**config.mk**
```make
export PLATFORM = sky130hd
export DESIGN_NAME = mem_port_sched
export DESIGN_NICKNAME = d
export VERILOG_FILES = /design/src/rtl/mem_port_sched_pkg.sv /design/src/rtl/mem_port_sched_starve_cnt.sv /design/src/rtl/mem_port_sched.sv
export SDC_FILE = /design/constraint.sdc
export NUM_CORES = 1
export LEC_CHECK = 0
export ABC_AREA = 1
export CORE_MARGIN = 2
export CORE_UTILIZATION = 40
export CTS_CLUSTER_DIAMETER = 120
export DETAILED_ROUTE_END_ITERATION = 8
export PLACE_DENSITY = 0.95
export SKIP_CTS_REPAIR_TIMING = 1
export SYNTH_ARGS = -nofsm -noshare
export SYNTH_HDL_FRONTEND = slang
export SYNTH_HIERARCHICAL = 1
export SYNTH_SLANG_ARGS = --single-unit
export TNS_END_PERCENT = 5
```
**constraint.sdc**
```tcl
create_clock -name clk -period 4.9 [get_ports clk]
set_input_delay 0.735 -clock clk [delete_from_list [all_inputs] [get_ports clk]]
set_output_delay 0.735 -clock clk [all_outputs]
set_load 0.05 [all_outputs]
```
**src/rtl/mem_port_sched_pkg.sv**
```systemverilog
// mem_port_sched_pkg
//   Shared types and constants for the memory-port scheduler.
//   - sched_state_t : scheduler FSM states.
//   - MEM_*         : access-size encodings. These match the core's memsize
//                     field, which reuses RISC-V load/store funct3.
//   - WORD_SIZE     : the size code that instruction fetches always use.
//   - STARVE_W      : width of the starvation counter. It covers
//                     STARVE_MAX values up to 15.
package mem_port_sched_pkg;

  typedef enum logic [2:0] {
    IDLE   = 3'd0,
    REQ_I  = 3'd1,
    REQ_D  = 3'd2,
    WAIT_I = 3'd3,
    WAIT_D = 3'd4
  } sched_state_t;

  localparam logic [2:0] MEM_B  = 3'b000;
  localparam logic [2:0] MEM_H  = 3'b001;
  localparam logic [2:0] MEM_W  = 3'b010;
  localparam logic [2:0] MEM_BU = 3'b100;
  localparam logic [2:0] MEM_HU = 3'b101;

  localparam logic [2:0] WORD_SIZE = MEM_W;

  localparam int STARVE_W = 4;

endpackage

```
**src/rtl/mem_port_sched_starve_cnt.sv**
```systemverilog
// sched_starve_cnt
//   Saturating counter. It counts data grants that are made while fetch is
//   kept waiting.
//   Ports:
//     clk, rst_n : clock and synchronous active-low reset
//     inc        : a data grant happened while fetch was requesting
//     clr        : a fetch grant happened; restart the count
//     hit        : the count has reached STARVE_MAX; fetch must win next
//     cnt        : current count (for debug visibility)
module sched_starve_cnt
  import mem_port_sched_pkg::*;
#(
  parameter int STARVE_MAX = 4
) (
  input  logic                clk,
  input  logic                rst_n,
  input  logic                inc,
  input  logic                clr,
  output logic                hit,
  output logic [STARVE_W-1:0] cnt
);

  localparam logic [STARVE_W-1:0] CNT_MAX = STARVE_W'(STARVE_MAX);
  localparam logic [STARVE_W-1:0] CNT_ONE = STARVE_W'(1);

  // clr takes precedence over inc. The two never fire together, because
  // only one grant can happen per cycle.
  always_ff @(posedge clk) begin
    if (!rst_n) begin
      cnt <= '0;
    end else if (clr) begin
      cnt <= '0;
    end else if (inc && (cnt != CNT_MAX)) begin
      cnt <= cnt + CNT_ONE;
    end
  end

  assign hit = (cnt == CNT_MAX);

endmodule

```
**src/rtl/mem_port_sched.sv**
```systemverilog
// mem_port_sched
//   Arbitrates one shared memory port between instruction fetch (if_*) and
//   the load/store path (d_*). Only one transaction is in flight at a time.
//   Data has priority. A starvation counter forces fetch to win after
//   STARVE_MAX consecutive data grants made while fetch was waiting.
//
//   Handshake semantics (all interfaces):
//     A requester raises *_req together with its payload. It holds both
//     unchanged until it sees *_gnt, which is the cycle where
//     m_req & m_ready. Exactly one m_rvalid follows every accepted request,
//     reads and writes alike. That response is forwarded as a one-cycle
//     *_rvalid to the requester that owns the transaction. m_rvalid outside
//     a wait state and m_ready while m_req=0 carry no meaning and are
//     ignored.
//
//   Ports:
//     clk, rst_n           : clock, synchronous active-low reset
//     if_req/if_addr       : fetch request and address
//     if_gnt/if_rvalid     : fetch accept / response pulses
//     if_rdata             : fetch data; follows m_rdata on if_rvalid, else held
//     d_req/d_we/d_size    : data request, store flag, access size
//     d_addr/d_wdata       : data address and store data
//     d_gnt/d_rvalid       : data accept / response pulses
//     d_rdata              : load data; follows m_rdata on d_rvalid, else held
//     m_*                  : memory-side request, payload and response
//     dbg_state            : current FSM state
//     dbg_starve_cnt       : current starvation count
module mem_port_sched
  import mem_port_sched_pkg::*;
#(
  parameter int XLEN       = 32,
  parameter int STARVE_MAX = 4
) (
  input  logic                clk,
  input  logic                rst_n,
  // fetch side
  input  logic                if_req,
  input  logic [XLEN-1:0]     if_addr,
  output logic                if_gnt,
  output logic                if_rvalid,
  output logic [XLEN-1:0]     if_rdata,
  // load/store side
  input  logic                d_req,
  input  logic                d_we,
  input  logic [2:0]          d_size,
  input  logic [XLEN-1:0]     d_addr,
  input  logic [XLEN-1:0]     d_wdata,
  output logic                d_gnt,
  output logic                d_rvalid,
  output logic [XLEN-1:0]     d_rdata,
  // memory side
  output logic                m_req,
  output logic                m_we,
  output logic [2:0]          m_size,
  output logic [XLEN-1:0]     m_addr,
  output logic [XLEN-1:0]     m_wdata,
  input  logic                m_ready,
  input  logic                m_rvalid,
  input  logic [XLEN-1:0]     m_rdata,
  // debug
  output sched_state_t        dbg_state,
  output logic [STARVE_W-1:0] dbg_starve_cnt
);

  sched_state_t state;
  sched_state_t state_next;

  // sel_i / sel_d: the requester whose payload drives the memory port in this cycle.
  logic sel_i;
  logic sel_d;
  logic starve_hit;

  logic [XLEN-1:0] if_rdata_q;
  logic [XLEN-1:0] d_rdata_q;

  // --------------------------------------------------------------------------
  // State register
  // --------------------------------------------------------------------------
  always_ff @(posedge clk) begin
    if (!rst_n) begin
      state <= IDLE;
    end else begin
      state <= state_next;
    end
  end

  // --------------------------------------------------------------------------
  // Next state, selection and handshake pulses.
  // Everything is gated with rst_n so that no grant or response can leak out
  // while reset is held. Synchronous reset alone would let the IDLE
  // arbitration show through during the reset cycles.
  // --------------------------------------------------------------------------
  always_comb begin
    state_next = state;
    sel_i      = 1'b0;
    sel_d      = 1'b0;
    if_rvalid  = 1'b0;
    d_rvalid   = 1'b0;

    if (rst_n) begin
      unique case (state)
        IDLE: begin
          // Data wins unless fetch is waiting and has already been passed
          // over STARVE_MAX times.
          if (d_req && !(if_req && starve_hit)) begin
            sel_d      = 1'b1;
            state_next = m_ready ? WAIT_D : REQ_D;
          end else if (if_req) begin
            sel_i      = 1'b1;
            state_next = m_ready ? WAIT_I : REQ_I;
          end
        end
        // The winner stays latched while the memory stalls. A later request
        // from the other side cannot preempt it.
        REQ_I: begin
          sel_i = 1'b1;
          if (m_ready) state_next = WAIT_I;
        end
        REQ_D: begin
          sel_d = 1'b1;
          if (m_ready) state_next = WAIT_D;
        end
        // The response cycle returns to IDLE and issues nothing new. The
        // next request therefore goes out one cycle later.
        WAIT_I: begin
          if (m_rvalid) begin
            if_rvalid  = 1'b1;
            state_next = IDLE;
          end
        end
        WAIT_D: begin
          if (m_rvalid) begin
            d_rvalid   = 1'b1;
            state_next = IDLE;
          end
        end
        default: state_next = IDLE;
      endcase
    end
  end

  assign if_gnt = sel_i & m_ready;
  assign d_gnt  = sel_d & m_ready;

  // --------------------------------------------------------------------------
  // Payload mux. The port is driven to zero whenever no requester owns it.
  // --------------------------------------------------------------------------
  always_comb begin
    m_req   = sel_i | sel_d;
    m_we    = 1'b0;
    m_size  = '0;
    m_addr  = '0;
    m_wdata = '0;
    if (sel_d) begin
      m_we    = d_we;
      m_size  = d_size;
      m_addr  = d_addr;
      m_wdata = d_wdata;
    end else if (sel_i) begin
      m_size  = WORD_SIZE;
      m_addr  = if_addr;
    end
  end

  // --------------------------------------------------------------------------
  // Read data: combinational pass-through in the response cycle, otherwise
  // the last delivered value.
  // --------------------------------------------------------------------------
  always_ff @(posedge clk) begin
    if (!rst_n) begin
      if_rdata_q <= '0;
      d_rdata_q  <= '0;
    end else begin
      if (if_rvalid) if_rdata_q <= m_rdata;
      if (d_rvalid)  d_rdata_q  <= m_rdata;
    end
  end

  assign if_rdata = if_rvalid ? m_rdata : if_rdata_q;
  assign d_rdata  = d_rvalid  ? m_rdata : d_rdata_q;

  // --------------------------------------------------------------------------
  // Starvation tracking. Only data grants that pass over a waiting fetch
  // are counted.
  // --------------------------------------------------------------------------
  sched_starve_cnt #(
    .STARVE_MAX (STARVE_MAX)
  ) u_starve_cnt (
    .clk   (clk),
    .rst_n (rst_n),
    .inc   (d_gnt & if_req),
    .clr   (if_gnt),
    .hit   (starve_hit),
    .cnt   (dbg_starve_cnt)
  );

  assign dbg_state = state;

endmodule
```
### After elaboration in Yosys (flattened, before gate mapping)

Cells that the tools add are included.

| cells by class | value |
|---|---|
| add/sub/neg operators | 1 |
| eq/ne operators | 10 |
| mux-type cells | 28 |
| bitwise logic cells | 5 |
| reduce and logical (&&, ||, !) cells | 8 |

Operator list:

| operator | number |
|---|---|
| 32-bit two-way mux | 5 |
| 3-bit two-way mux | 7 |
| 3-bit case mux with 4 select lines | 1 |
| 1-bit two-way mux | 11 |
| 3-bit by 2-bit == test with 1-bit output, second input constant | 2 |
| 4-bit by 1-bit adder with 4-bit output, second input constant | 1 |
| 4-bit by 3-bit == test with 1-bit output, second input constant | 1 |
| 2-bit two-way mux | 2 |
| 2-bit inequality test, second input constant | 2 |
| 4-bit by 3-bit inequality test with 1-bit output, second input constant | 1 |
| 1-bit case mux with 2 select lines | 2 |
| 4-bit AND reduction | 1 |
| 2-bit OR reduction | 2 |
| 1-bit bitwise AND | 3 |
| 3-bit by 1-bit == test with 1-bit output, second input constant | 1 |
| 3-bit == test, second input constant | 1 |
| 1-bit logical AND | 3 |
| 3-bit logical NOT | 1 |
| 3-bit inequality test, second input constant | 1 |
| 2-bit by 1-bit inequality test with 1-bit output, second input constant | 1 |
| 1-bit logical NOT | 1 |
| 1-bit inverter | 1 |
| 1-bit bitwise OR | 1 |

| storage, ports and cells | value |
|---|---|
| bits in registers | 71 |
| bits of input ports | 138 |
| output and inout port bits | 144 |
| word-level logic and storage cells | 56 |

### Logic depth before layout (Yosys ltp)

Gate-level depths: netlist of the first run.

| logic depth | value |
|---|---|
| depth in word-level cells | 10 |
| gate-level depth with buffers | 14 |
| gate-level depth less buffers | 13 |

### Hierarchy

The synthesis of the first run kept the hierarchy.

Modules (own cells, without submodules):

| module | instances | cells each | area an instance (um^2) | sequential area each (um^2) |
|---|---|---|---|---|
| mem_port_sched | 1 | 683 | 4202.8 | 1341.3 |
| sched_starve_cnt | 1 | 37 | 246.5 | 80.1 |

### Worst setup path after synthesis of the first run

OpenSTA, ideal clock, no wires.

| path | value |
|---|---|
| path kind | reg-to-output |
| start point | reg u_starve_cnt.cnt[0] |
| end point | out m_size[1] |
| arrival time | 2499 ps |
| required time | 4165 ps |
| slack | 1666 ps |
| stages on the path, launching flop included | 12 |
| path buffers | 1 |
| cell sequence | dfxtp_1 inv_1 ha_1 nand3_2 inv_1 nand2_1 nand2_1 nand2_2 nand2_1 buf_2 nand2_1 o21a_1 |

| on the way | value |
|---|---|
| cells in the longest elaborated chain, start to end | 9 |
| elaborated cells between the ends (all ways) | 12 |
| those cells by class | 1 x eq/ne; 8 x mux; 3 x reduce/logical |

RTL lines:

| what | RTL line | RTL |
|---|---|---|
| from (decl) | mem_port_sched_starve_cnt.sv:20 | `output logic [STARVE_W-1:0] cnt` |
| from (signal assigned) | mem_port_sched_starve_cnt.sv:34 | `cnt <= cnt + CNT_ONE;` |
| 4-bit by 3-bit == test with 1-bit output * | mem_port_sched_starve_cnt.sv:38 | `assign hit = (cnt == CNT_MAX);` |
| named net starve_hit | mem_port_sched.sv:71 | `logic starve_hit;` |
| 1-bit logical AND * | mem_port_sched.sv:105 | `if (d_req && !(if_req && starve_hit)) begin` |
| 1-bit logical NOT * | mem_port_sched.sv:105 |  |
| 1-bit logical AND * | mem_port_sched.sv:105 |  |
| 1-bit two-way mux | mem_port_sched.sv:105 |  |
| 1-bit case mux with 2 select lines | mem_port_sched.sv:101 | `unique case (state)` |
| 1-bit two-way mux | mem_port_sched.sv:100 | `if (rst_n) begin` |
| 2-bit two-way mux | mem_port_sched.sv:159 | `end else if (sel_i) begin` |
| 3-bit two-way mux * | mem_port_sched.sv:154 | `if (sel_d) begin` |
| to (decl) | mem_port_sched.sv:54 | `output logic [2:0] m_size,` |

Mark *: on every way through the listed nets, which the timed path passes. The rest lies on a longest branch.

### Final worst setup path of the first run

| path | value |
|---|---|
| start point | in rst_n |
| end point | out m_addr[27] |

| on the way | value |
|---|---|
| cells in the longest elaborated chain, start to end | 3 |
| elaborated cells between the ends (all ways) | 4 |
| those cells by class | 4 x mux |

RTL lines:

| what | RTL line | RTL |
|---|---|---|
| from (decl) | mem_port_sched.sv:35 | `input logic rst_n,` |
| 1-bit two-way mux | mem_port_sched.sv:100 |  |
| 32-bit two-way mux | mem_port_sched.sv:159 |  |
| 32-bit two-way mux * | mem_port_sched.sv:154 |  |
| to (decl) | mem_port_sched.sv:55 | `output logic [XLEN-1:0] m_addr,` |

Mark *: on every way between the ends. The rest lies on a longest branch, timed or not.

==> results of run 1 <==
state kept, by name, summed over array words and instances (netlist names):
name              count
d_rdata_q            32
dbg_state             3
if_rdata_q           32
u_starve_cnt/cnt      4
where the power goes:
part | internal, mW | leakage (nW) | switching, mW
Combinational | 0.647 | 3.30 | 1.41
Sequential | 0.625 | 0.574 | 0.0322
Clock | 0.301 | 0.110 | 0.217
Yosys cell counts (4+ instances only):
cell type	n	share of area (%)
dfxtp_1	71	32
clkbuf_1	9	0.76
inv_2	5	0.42
a211oi_1	15	2.5
nor2_1	82	6.9
nand2_2	4	0.56
buf_4	6	1.0
a211oi_2	17	4.8
o21ai_2	10	2.0
nand3_1	70	7.9
buf_6	7	1.8
nand2_1	125	11
buf_2	16	1.8
o21ai_1	22	2.5
inv_1	209	18
a21oi_1	34	3.8
final cells by class:
| cell class | instances | area, µm² |
|---|---|---|
| inverters | 214 | 803.3 |
| multi-input cells | 395 | 1979 |
| clock inverters | 5 | 81.33 |
| diodes | 1 | 2.502 |
| clock buffers | 11 | 141.4 |
| well taps | 140 | 175.2 |
| flip-flops and latches | 71 | 1421 |
| repair buffers | 288 | 2873 |
| fillers | 834 | 3363 |
per-layer routing:
| layer | track usage [%] | share of wire, % | vias up |
|---|---|---|---|
| met5 | 0 | 0 | - |
| met4 | 8.137 | 2.5 | 0 |
| met3 | 7.587 | 6.9 | 18 |
| met2 | 47.13 | 51 | 184 |
| met1 | 28.40 | 39 | 2311 |
| li1 | - | - | 2661 |
per-stage QoR:
stage                     setup slack [ns]  utilization [%]
after global routing                0.7508            68.95
after floorplan                      1.666                -
final                               0.8605            68.98
after detailed placement            0.8887            66.90
after CTS                           0.8882            68.95
after global placement              0.9039            66.90
layout by cell type (no fill, tap or decap), types with 2 or more instances in the layout:
| cell type | count |
|---|---|
| a211oi_1 | 15 |
| a211oi_2 | 17 |
| a21oi_1 | 34 |
| buf_12 | 16 |
| buf_4 | 68 |
| bufinv_16 | 2 |
| clkbuf_8 | 10 |
| clkdlybuf4s50_1 | 204 |
| dfxtp_1 | 71 |
| ha_1 | 2 |
| inv_1 | 208 |
| inv_2 | 6 |
| nand2_1 | 125 |
| nand2_2 | 4 |
| nand3_1 | 70 |
| nand3_2 | 3 |
| nand4_1 | 2 |
| nor2_1 | 82 |
| nor2_2 | 2 |
| o21ai_0 | 2 |
| o21ai_1 | 22 |
| o21ai_2 | 10 |
path summary, 6_finish.rpt:
kind                               to  cells after the start
hold reg to reg          d_rdata_q[5]                      4
setup / recovery           m_addr[27]                      6
setup reg to reg  u_starve_cnt/cnt[2]                     14
hold / removal           d_rdata_q[5]                      4
worst reg2reg max path: stages (launching register included):
cell and delay (ns):
dfxtp_1 0.44, inv_1 0.08, ha_1 0.21, nand3_2 0.12
inv_1 0.05, nand2_1 0.08, nand2_1 0.11, nand2_2 0.45
nand2_1 0.14, buf_4 0.29, nor3_1 0.37, nand2_2 0.14
inv_1 0.11, nand2_1 0.07, a21boi_2 0.12
logic make-up after synthesis:
| kind of cell | synth area share [%] |
|---|---|
| adders and majority gates | 0.5623 |
| DFF | 31.95 |
| buffers and inverters | 23.57 |
| AOI/OAI and AO/OA | 16.42 |
| and+or+nand+nor | 27.50 |
==> key figures, run 1 <==
Worst setup path
  – Crit-path cells: clkdlybuf4s50_1 -> inv_2 -> nor2_4 -> nand3_1 -> nand2_1 -> clkdlybuf4s50_1
  – FF-to-FF setup slack: 2.08 ns
  – Req. time, crit path: 4.16 ns
  – Buf+Inv Stages, Crit Path: 3
  – Top cell by count, worst path: clkdlybuf4s50_1
  – Setup crit start: rst_n
  – Critical Path AT: 3.30 ns
  – Critical Path Fanout Max: 33
  – Slowest-stage cell, CP: clkdlybuf4s50_1
  – Worst r2r src: u_starve_cnt/cnt[1]
  – Crit path capture type: output pin
  – WS Path Type: input pin to output pin
  – Setup crit start kind: input pin
  – CP peak stage delay: 0.81 ns
  – CP delay by family, top: buffers and inverters

GRT
  – Initial antenna violation count: 1
  – First-pass GRT wire length: 23.63 mm
  – Tot GR Track Use: 25.74%
  – Vias in the first global route: 4713
  – Pin count of the biggest net entering global routing: 66
  – Grt ovf: 0

STA
  – Fin crit period: 4.040 ns
  – RSZ-0062 raised after global routing: false
  – Max Freq: 0.2476 GHz
  – Skew final: 0.01203 ns
  – Setup violations, final: 0
  – Final count of hold timing violations: 0
  – Slew Viols, Final: 0
  – Worst Tran Pin Value: 0.7931 ns
  – Setup tns final: 0 ns
  – Max-slew headroom: 47.13%
  – Worst hold slack: 0.5271 ns
  – Period utilization: 82.44%

Clocking
  – CTS Sinks: 71
  – Reg clk slew, reported paths: 0.07 ns
  – Clock buffer count from CTS: 9
  – Clock tree buffer depth: 2
  – Number of H-tree levels: 3
  – CTS Root Cell: clkbuf_8
  – CTS tree: built
  – Worst-Skew Late Latency: 0.34 ns

Cells and area
  – Post-Layout Inst Area: 7477 µm²
  – Syn-to-layout area delta: 68.05%
  – Final Instance Count excl. Fillers: 1125
  – Share of layout cells above drive strength 1: 14.63%
  – Nets: 1119

Synth
  – Post-synth EDFFs: 0
  – Synth cell types: 27
  – Synthesized Nets: 860
  – Commonest register cell after synthesis: dfxtp_1
  – Ys Warns: 6
  – Synth Instances: 720
  – Mean Syn Cell Area: 6.180 µm²
  – Ys async rst share: 0%
  – Synthesized cell area: 4449 µm²
  – Sequential cell area fraction in the yosys report: 31.95%
  – FF+latch count, synth: 71

Route
  – Per-cell routed wire length: 14.22 µm
  – Post-route ant nets: 0
  – Via count: 5174
  – Routed WL: 16.00 mm
  – Pre-Repair DR Iteration Count: 5
  – First DRT Iteration DRCs: 251
  – DR DRC count: 0
  – Vias/cell: 4.599

Status
  – Status: completed

Placement
  – Cell count after placement: 1108
  – Port buffer count: 281
  – Dpl hpwl: 12.83 mm
  – Post-DP Area: 7252 µm²
  – RePlAce Congestion: 0.9167

Power and ir drop
  – Total power: 3.228 mW
  – Pleak: 3.983 nW
  – PD cells: 431.7 nW/µm²
  – Max VDD drop: 0.3649 mV

Min path
  – Min-delay src: d_rdata_q[5]
  – Hold crit path type: register to register

Floorplanning
  – Chip height: 109.5 µm
  – Starting Density: 41.04%
  – Die ar.: 11980 µm²
  – Rows: 38
  – Core box area: 10840 µm²
  – Die width: 109.5 µm
  – IO Pins: 282

Flow run
  – Max-Cap Viols: 0
(Power assumes the default switching activity.)
==> run 2: changes to the inputs <==
--- a/config.mk
+++ b/config.mk
@@ -7,10 +7,10 @@
 export LEC_CHECK = 0
 export ABC_AREA = 1
 export CORE_MARGIN = 2
-export CORE_UTILIZATION = 40
+export CORE_UTILIZATION = 34
 export CTS_CLUSTER_DIAMETER = 120
 export DETAILED_ROUTE_END_ITERATION = 8
-export PLACE_DENSITY = 0.95
+export PLACE_DENSITY = 0.9
 export SKIP_CTS_REPAIR_TIMING = 1
 export SYNTH_ARGS = -nofsm -noshare
 export SYNTH_HDL_FRONTEND = slang
==> constraint.sdc (replaced) <==
create_clock -name clk -period 3.46 [get_ports clk]
set_input_delay 0.519 -clock clk [delete_from_list [all_inputs] [get_ports clk]]
set_output_delay 0.519 -clock clk [all_outputs]
set_load 0.05 [all_outputs]
==> run 2 against run 1 <==
Effect of this change: global-route usage shrank 3.4 points; clock skew shrank 0.0061 ns; cell area grew 12%; largest power group unchanged; combinational power grew 65%; final cell count grew 3.1%; sequential cell count is the same; count of clock-buffer cells in the layout shrank 2; utilization shrank 3.2 points; highest routed layer unchanged; largest cell class unchanged; via count grew 1.6%; sequential power grew 41%; clock power grew 78%.
==> key figures, run 2 (synthesized netlist as in run 1, its figures left out) <==
Power and ir drop
  – Flop pwr share: 17.7% (-2.7 points)
  – Net switching fraction of the power: 47.37% (-3.9 points)
  – Comb power frac: 64.7% (+1.1 points)
  – Sw Pwr: 2.483 mW (+50%)
  – Clock Power Share: 17.6% (+1.6 points)
  – PD cells: 626.4 nW/µm² (+45%)
  – P_int: 2.760 mW (+75%)
  – Pleak: 4.378 nW (+9.9%)
  – Max VDD drop: 0.3510 mV (-3.8%)

Route
  – Pre-Repair DR Iteration Count: 5 (unchanged)
  – Vias/cell: 4.531 (-1.5%)
  – Routed WL: 15.73 mm (-1.7%)
  – Per-cell routed wire length: 13.56 µm (-4.6%)
  – Post-route ant nets: 0 (unchanged)
  – First DRT Iteration DRCs: 284 (+13%)
  – Via count: 5256 (+1.6%)
  – DR DRC count: 0 (unchanged)

Worst setup path
  – Setup crit start kind: register
  – CP delay by family, top: simple AND/OR/NAND/NOR gates
  – Logic depth of the worst path, buffers included: 11 (+5)
  – Crit-path cells: inv_1 -> ha_1 -> nand3_2 -> inv_1 -> nand2_1 -> nand2_1 -> nand2_2 -> nand2_1 -> buf_4 -> nor2_1 -> buf_12
  – Setup crit end: m_wdata[12]
  – Slowest-stage cell, CP: dfxtp_1
  – Critical Path AT: 2.57 ns (-0.73 ns)
  – CP peak stage delay: 0.41 ns (-0.40 ns)
  – WS Path Type: register to output pin
  – Setup crit start: u_starve_cnt/cnt[0]
  – FF-to-FF path depth: 13 (-1)
  – Buf+Inv Stages, Crit Path: 4 (+1)
  – Req. time, crit path: 2.94 ns (-1.22 ns)
  – FF-to-FF End: u_starve_cnt/cnt[2]
  – Worst r2r src: u_starve_cnt/cnt[0]
  – FF-to-FF setup slack: 0.98 ns (-1.10 ns)
  – Critical Path Fanout Max: 19 (-42%)
  – Top cell by count, worst path: nand2_1
  – Crit path capture type: output pin

Cells and area
  – Most frequent cells in the layout: inv_1 (208), clkdlybuf4s50_1 (144), nand2_1 (125)
  – Share of layout cells above drive strength 1: 21.15% (+6.5 points)
  – Antenna diode count: 0 (-1)
  – Total of fill cells in the finished design: 1020 (+22%)
  – Post-Layout Inst Area: 8369 µm² (+12%)
  – Syn-to-layout area delta: 88.10%
  – Commonest non-fill, non-tap cell in the layout: inv_1
  – Nets: 1123 (+0.36%)
  – Final core occ: 65.78% (-3.2 points)
  – Largest regs: d_rdata_q: 32 flops, if_rdata_q: 32 flops, u_starve_cnt/cnt: 4 flops

GRT
  – Tot GR Track Use: 22.37% (-3.4 points)
  – Initial antenna violation count: 0 (-1)
  – First-pass GRT wire length: 25.52 mm (+8.0%)
  – Pin count of the biggest net entering global routing: 66 (unchanged)
  – Grt ovf: 0 (unchanged)
  – Vias in the first global route: 5062 (+7.4%)

Clocking
  – CTS Root Cell: clkbuf_16
  – CTS tree: built
  – CTS Sinks: 71 (unchanged)
  – Worst-Skew Late Latency: 0.33 ns (about the same)
  – Clock tree buffer depth: 2 (unchanged)
  – Reg clk slew, reported paths: 0.06 ns (about the same)
  – Clock buffer count from CTS: 9 (unchanged)
  – Number of H-tree levels: 3 (unchanged)

Placement
  – Port buffer count: 281 (unchanged)
  – RePlAce Congestion: 0.8812 (-3.9%)
  – Post-Place Setup Slack: 0.5217 ns (-0.3669 ns)
  – Post-DP Area: 8073 µm² (+11%)
  – Dpl hpwl: 12.58 mm (-2.0%)

STA
  – Setup violations, final: 0 (unchanged)
  – Period utilization: 89.20%
  – Final count of hold timing violations: 0 (unchanged)
  – RSZ-0062 raised after global routing: false
  – Post-route setup slack: 0.3738 ns (-0.4867 ns)
  – Skew final: 0.005946 ns (-0.006087 ns)
  – Worst Tran Pin Value: 0.7908 ns (-0.002287 ns)
  – Fin crit period: 3.086 ns
  – Max-slew headroom: 47.28% (+0.15 points)
  – Worst hold slack: 0.5249 ns (-0.002217 ns)
  – Setup tns final: 0 ns (unchanged)
  – Max Freq: 0.3240 GHz
  – Slew Viols, Final: 0 (unchanged)

Floorplanning
  – Rows: 41 (+7.9%)
  – Chip height: 118.4 µm (+8.2%)
  – Die ar.: 14020 µm² (+17%)
  – IO Pins: 282 (unchanged)
  – Core box area: 12720 µm² (+17%)
  – Starting Density: 34.97% (-6.1 points)
  – Die width: 118.4 µm (+8.2%)

Min path
  – Worst hold path depth: 4 (unchanged)
  – Hold crit path type: register to register

Flow run
  – Max-Cap Viols: 0 (unchanged)

Status
  – Status: completed
[run 2: cell types whose count changed in the layout (fill, tap and decap cells not counted), moves of 2 or more]
cell,previous run,this run
clkbuf_16,0,9
buf_12,16,88
buf_4,68,60
clkinv_2,1,3
clkbuf_8,10,0
clkdlybuf4s50_1,204,144
[run 2: final cells by class]
type	instances	area, µm²	area share [%]
repair buffers	292	3654	43.65
multi-input cells	395	1979	23.65
flip-flops and latches	71	1421	16.98
inverters	214	803.3	9.598
clock buffers	9	225.2	2.691
well taps	172	215.2	2.571
clock inverters	7	71.32	0.8521
[run 2: layer usage]
metal  up-vias  routed length [µm]  GRT usage [%]
met2       189                8378          40.93
met4         0                 425          7.887
met1      2359                5987          24.80
met5         -                   0              0
li1       2678                   -              -
met3        30                 942          5.936
[run 2: tightest hold or removal path, cell delays in order (launching register included)]
cell and delay [ns]:
dfxtp_1 0.30, inv_1 0.04, nand2_1 0.04, inv_1 0.06, a211oi_1 0.04
[run 2: power by group through the flow]
stage / sequential (mW) / combinational, mW / clock, mW
floorplan: 1.00 / 1.84 / 0
global placement: 0.943 / 3.36 / 0
detailed placement: 0.947 / 3.40 / 0
CTS: 0.929 / 3.41 / 0.950
global route: 0.936 / 3.57 / 0.982
finish: 0.929 / 3.39 / 0.920
[run 2: worst min-delay path by stage]
stage	start	endpoint	slack [ns]
2_1_floorplan	d_rdata_q[0]	d_rdata_q[0]	0.50
3_3_place_gp	d_rdata_q[2]	d_rdata_q[2]	0.51
3_5_place_dp	d_rdata_q[0]	d_rdata_q[0]	0.51
4_1_cts	d_rdata_q[1]	d_rdata_q[1]	0.52
5_1_grt	if_rdata_q[4]	if_rdata_q[4]	0.55
6_report	d_rdata_q[0]	d_rdata_q[0]	0.52
[run 2: metrics by stage]
| step | power [mW] | std cells |
|---|---|---|
| final | 5.243 | 1160 |
| after floorplan | 2.844 | 720 |
| after CTS | 5.290 | 1160 |
| after detailed placement | 4.349 | 1144 |
| after global placement | 4.301 | 1144 |
| after global routing | 5.486 | 1160 |
==> run 3: changes to the inputs <==
--- a/config.mk
+++ b/config.mk
@@ -6,8 +6,10 @@
 export NUM_CORES = 1
 export LEC_CHECK = 0
 export ABC_AREA = 1
+export CELL_PAD_IN_SITES_DETAIL_PLACEMENT = 1
+export CELL_PAD_IN_SITES_GLOBAL_PLACEMENT = 2
 export CORE_MARGIN = 2
-export CORE_UTILIZATION = 34
+export CORE_UTILIZATION = 16
 export CTS_CLUSTER_DIAMETER = 120
 export DETAILED_ROUTE_END_ITERATION = 8
 export PLACE_DENSITY = 0.9
==> run 3 against run 2 <==
Effect of this change: register-to-register slack better by 0.03 ns; hold slack improved by 0.00080 ns; sequential share of layout area down 0.38 points; cell area increased by 2.3%; count of clock-buffer cells in the layout stayed put; critical path type unchanged; largest cell class unchanged.
==> key figures, run 3 (synthesized netlist as in run 1, its figures left out) <==
Power and ir drop
  – Clock Power Share: 17.4% (-0.2 points)
  – P_int: 2.738 mW (-0.77%)
  – Net switching fraction of the power: 47.92% (+0.55 points)
  – Pleak: 4.360 nW (-0.40%)
  – Max VDD drop: 0.2811 mV (-20%)
  – Flop pwr share: 17.7% (about the same)
  – Comb power frac: 64.9% (+0.2 points)
  – PD cells: 614.0 nW/µm² (-2.0%)
  – Sw Pwr: 2.519 mW (+1.5%)

Cells and area
  – Syn-to-layout area delta: 92.46%
  – Share of layout cells above drive strength 1: 21.13% (-0.021 points)
  – Total of fill cells in the finished design: 3348 (+230%)
  – Final Instance Count excl. Fillers: 1368 (+18%)
  – Commonest non-fill, non-tap cell in the layout: inv_1
  – Nets: 1125 (+0.18%)
  – Largest regs: d_rdata_q: 32 flops, if_rdata_q: 32 flops, u_starve_cnt/cnt: 4 flops
  – Most frequent cells in the layout: inv_1 (208), clkdlybuf4s50_1 (145), nand2_1 (125)
  – Final core occ: 31.08% (-35 points)
  – Post-Layout Inst Area: 8563 µm² (+2.3%)

GRT
  – Initial antenna violation count: 1 (+1)
  – Pin count of the biggest net entering global routing: 61 (-7.6%)
  – Tot GR Track Use: 12.13% (-10 points)
  – Met1 Use GR: 12.56% (-12 points)
  – Vias in the first global route: 5490 (+8.5%)
  – GRT Max-Usage Layer: met2
  – First-pass GRT wire length: 27.85 mm (+9.1%)
  – Global Route met2 Usage: 22.76% (-18 points)
  – Met3 GRT Util: 4.464% (-1.5 points)
  – Grt ovf: 0 (unchanged)

Clocking
  – Reg clk slew, reported paths: 0.06 ns (about the same)
  – CTS tree: built
  – CTS Root Cell: clkbuf_16
  – Clock tree buffer depth: 2 (unchanged)
  – Clock buffer count from CTS: 9 (unchanged)
  – Worst-Skew Late Latency: 0.34 ns (about the same)
  – Number of H-tree levels: 3 (unchanged)
  – CTS Sinks: 71 (unchanged)

Placement
  – Dpl hpwl: 14.53 mm (+16%)
  – Post-DP Area: 8273 µm² (+2.5%)
  – Port buffer count: 281 (unchanged)
  – RePlAce Congestion: 0.7244 (-18%)
  – Cell count after placement: 1352 (+18%)

Worst setup path
  – CP peak stage delay: 0.46 ns (+0.05 ns)
  – Crit-path cells: inv_1 -> ha_1 -> nand3_2 -> inv_1 -> nand2_1 -> nand2_1 -> nand2_1 -> nand2_2 -> nand2_1 -> nand2_1 -> o21a_1 -> buf_12
  – Critical Path Fanout Max: 31 (+12)
  – Buf+Inv Stages, Crit Path: 3 (-1)
  – Slowest-stage cell, CP: nand2_2
  – Critical Path AT: 2.55 ns (-0.02 ns)
  – Crit path capture type: output pin
  – WS Path Type: register to output pin
  – Req. time, crit path: 2.94 ns (about the same)
  – CP delay by family, top: simple AND/OR/NAND/NOR gates
  – Top cell by count, worst path: nand2_1
  – Setup crit start kind: register

STA
  – Setup violations, final: 0 (unchanged)
  – Skew final: 0.006630 ns (+0.0006841 ns)
  – Max-slew headroom: 44.90% (-2.4 points)
  – RSZ-0062 raised after global routing: false
  – Setup tns final: 0 ns (unchanged)
  – Fin crit period: 3.069 ns (-0.01680 ns)
  – Max Freq: 0.3258 GHz (+0.55%)
  – Final count of hold timing violations: 0 (unchanged)
  – Slew Viols, Final: 0 (unchanged)
  – Worst Tran Pin Value: 0.8266 ns (+0.03575 ns)
  – Period utilization: 88.71% (-0.49 points)

Route
  – Pre-Repair DR Iteration Count: 4 (-1)
  – Post-route ant nets: 0 (unchanged)
  – Via count: 5274 (+0.34%)
  – Vias/cell: 3.855 (-15%)
  – Routed WL: 17.95 mm (+14%)
  – First DRT Iteration DRCs: 154 (-46%)
  – DR DRC count: 0 (unchanged)
  – Per-cell routed wire length: 13.12 µm (-3.3%)

Floorplanning
  – IO Pins: 282 (unchanged)
  – Starting Density: 16.15% (-19 points)
  – Chip height: 170.8 µm (+44%)
  – Core box area: 27550 µm² (+120%)
  – Rows: 61 (+49%)
  – Die width: 170.8 µm (+44%)
  – Die ar.: 29160 µm² (+110%)

Status
  – Status: completed

Flow run
  – Max-Cap Viols: 0 (unchanged)

Min path
  – Hold crit path type: register to register
run 3: cell count changes in the layout (fill, tap and decap cells not counted), sizes merged:
cell | previous run | this run
diode | 0 | 1
inv | 215 | 214
buf | 148 | 149
clkdlybuf4s50 | 144 | 145
run 3: area by class of cell:
| cell class | instances | area (µm²) | area share, % |
|---|---|---|---|
| multi-input combinational | 395 | 1979 | 23.12 |
| clock buffer | 9 | 225.2 | 2.630 |
| inverter | 214 | 803.3 | 9.380 |
| timing repair buffer | 294 | 3596 | 41.99 |
| antenna | 1 | 2.502 | 0.02922 |
| tap | 378 | 473.0 | 5.523 |
| sequential | 71 | 1421 | 16.60 |
| clock inverter | 6 | 62.56 | 0.7306 |
run 3: per-stage QoR:
step | worst slack (ns) | total power, mW | hold slack [ns]
2_1_floorplan | 0.4416 | 2.844 | 0.4965
3_3_place_gp | 0.4594 | 4.351 | 0.5058
3_5_place_dp | 0.4421 | 4.393 | 0.5153
4_1_cts | 0.3460 | 5.349 | 0.5281
5_1_grt | 0.1472 | 5.545 | 0.5556
6_report | 0.3906 | 5.258 | 0.5257
run 3: power by group through the flow:
stage | logic (mW) | clock network (mW) | registers (mW)
3_5_place_dp | 3.44 | 0 | 0.950
2_1_floorplan | 1.84 | 0 | 1.00
4_1_cts | 3.45 | 0.967 | 0.932
5_1_grt | 3.61 | 0.998 | 0.940
6_report | 3.41 | 0.915 | 0.931
3_3_place_gp | 3.40 | 0 | 0.946
run 3: worst register-to-register path: stages (launching register included):
cell,delay [ns]
dfxtp_1,0.36
inv_1,0.09
ha_1,0.16
nand3_2,0.12
inv_1,0.08
nand2_1,0.08
nand2_1,0.13
nand2_1,0.08
nand2_2,0.46
nand2_1,0.15
nor2_1,0.30
nor2_1,0.16
a21boi_2,0.17
run 3: worst paths after layout:
path | from | to | slack (ns) | depth (start not counted)
worst max register to register | u_starve_cnt/cnt[0] | u_starve_cnt/cnt[2] | 1.01 | 12
worst min-delay path | d_rdata_q[3] | d_rdata_q[3] | 0.53 | 4
worst max-delay path | u_starve_cnt/cnt[0] | m_size[1] | 0.39 | 12
worst min register to register | d_rdata_q[3] | d_rdata_q[3] | 0.53 | 4
run 3: layer usage:
metal / share of wire [%] / up-vias
li1: - / 2678
met1: 39 / 2395
met5: 0 / -
met4: 1.6 / 0
met3: 8.2 / 15
met2: 51 / 186
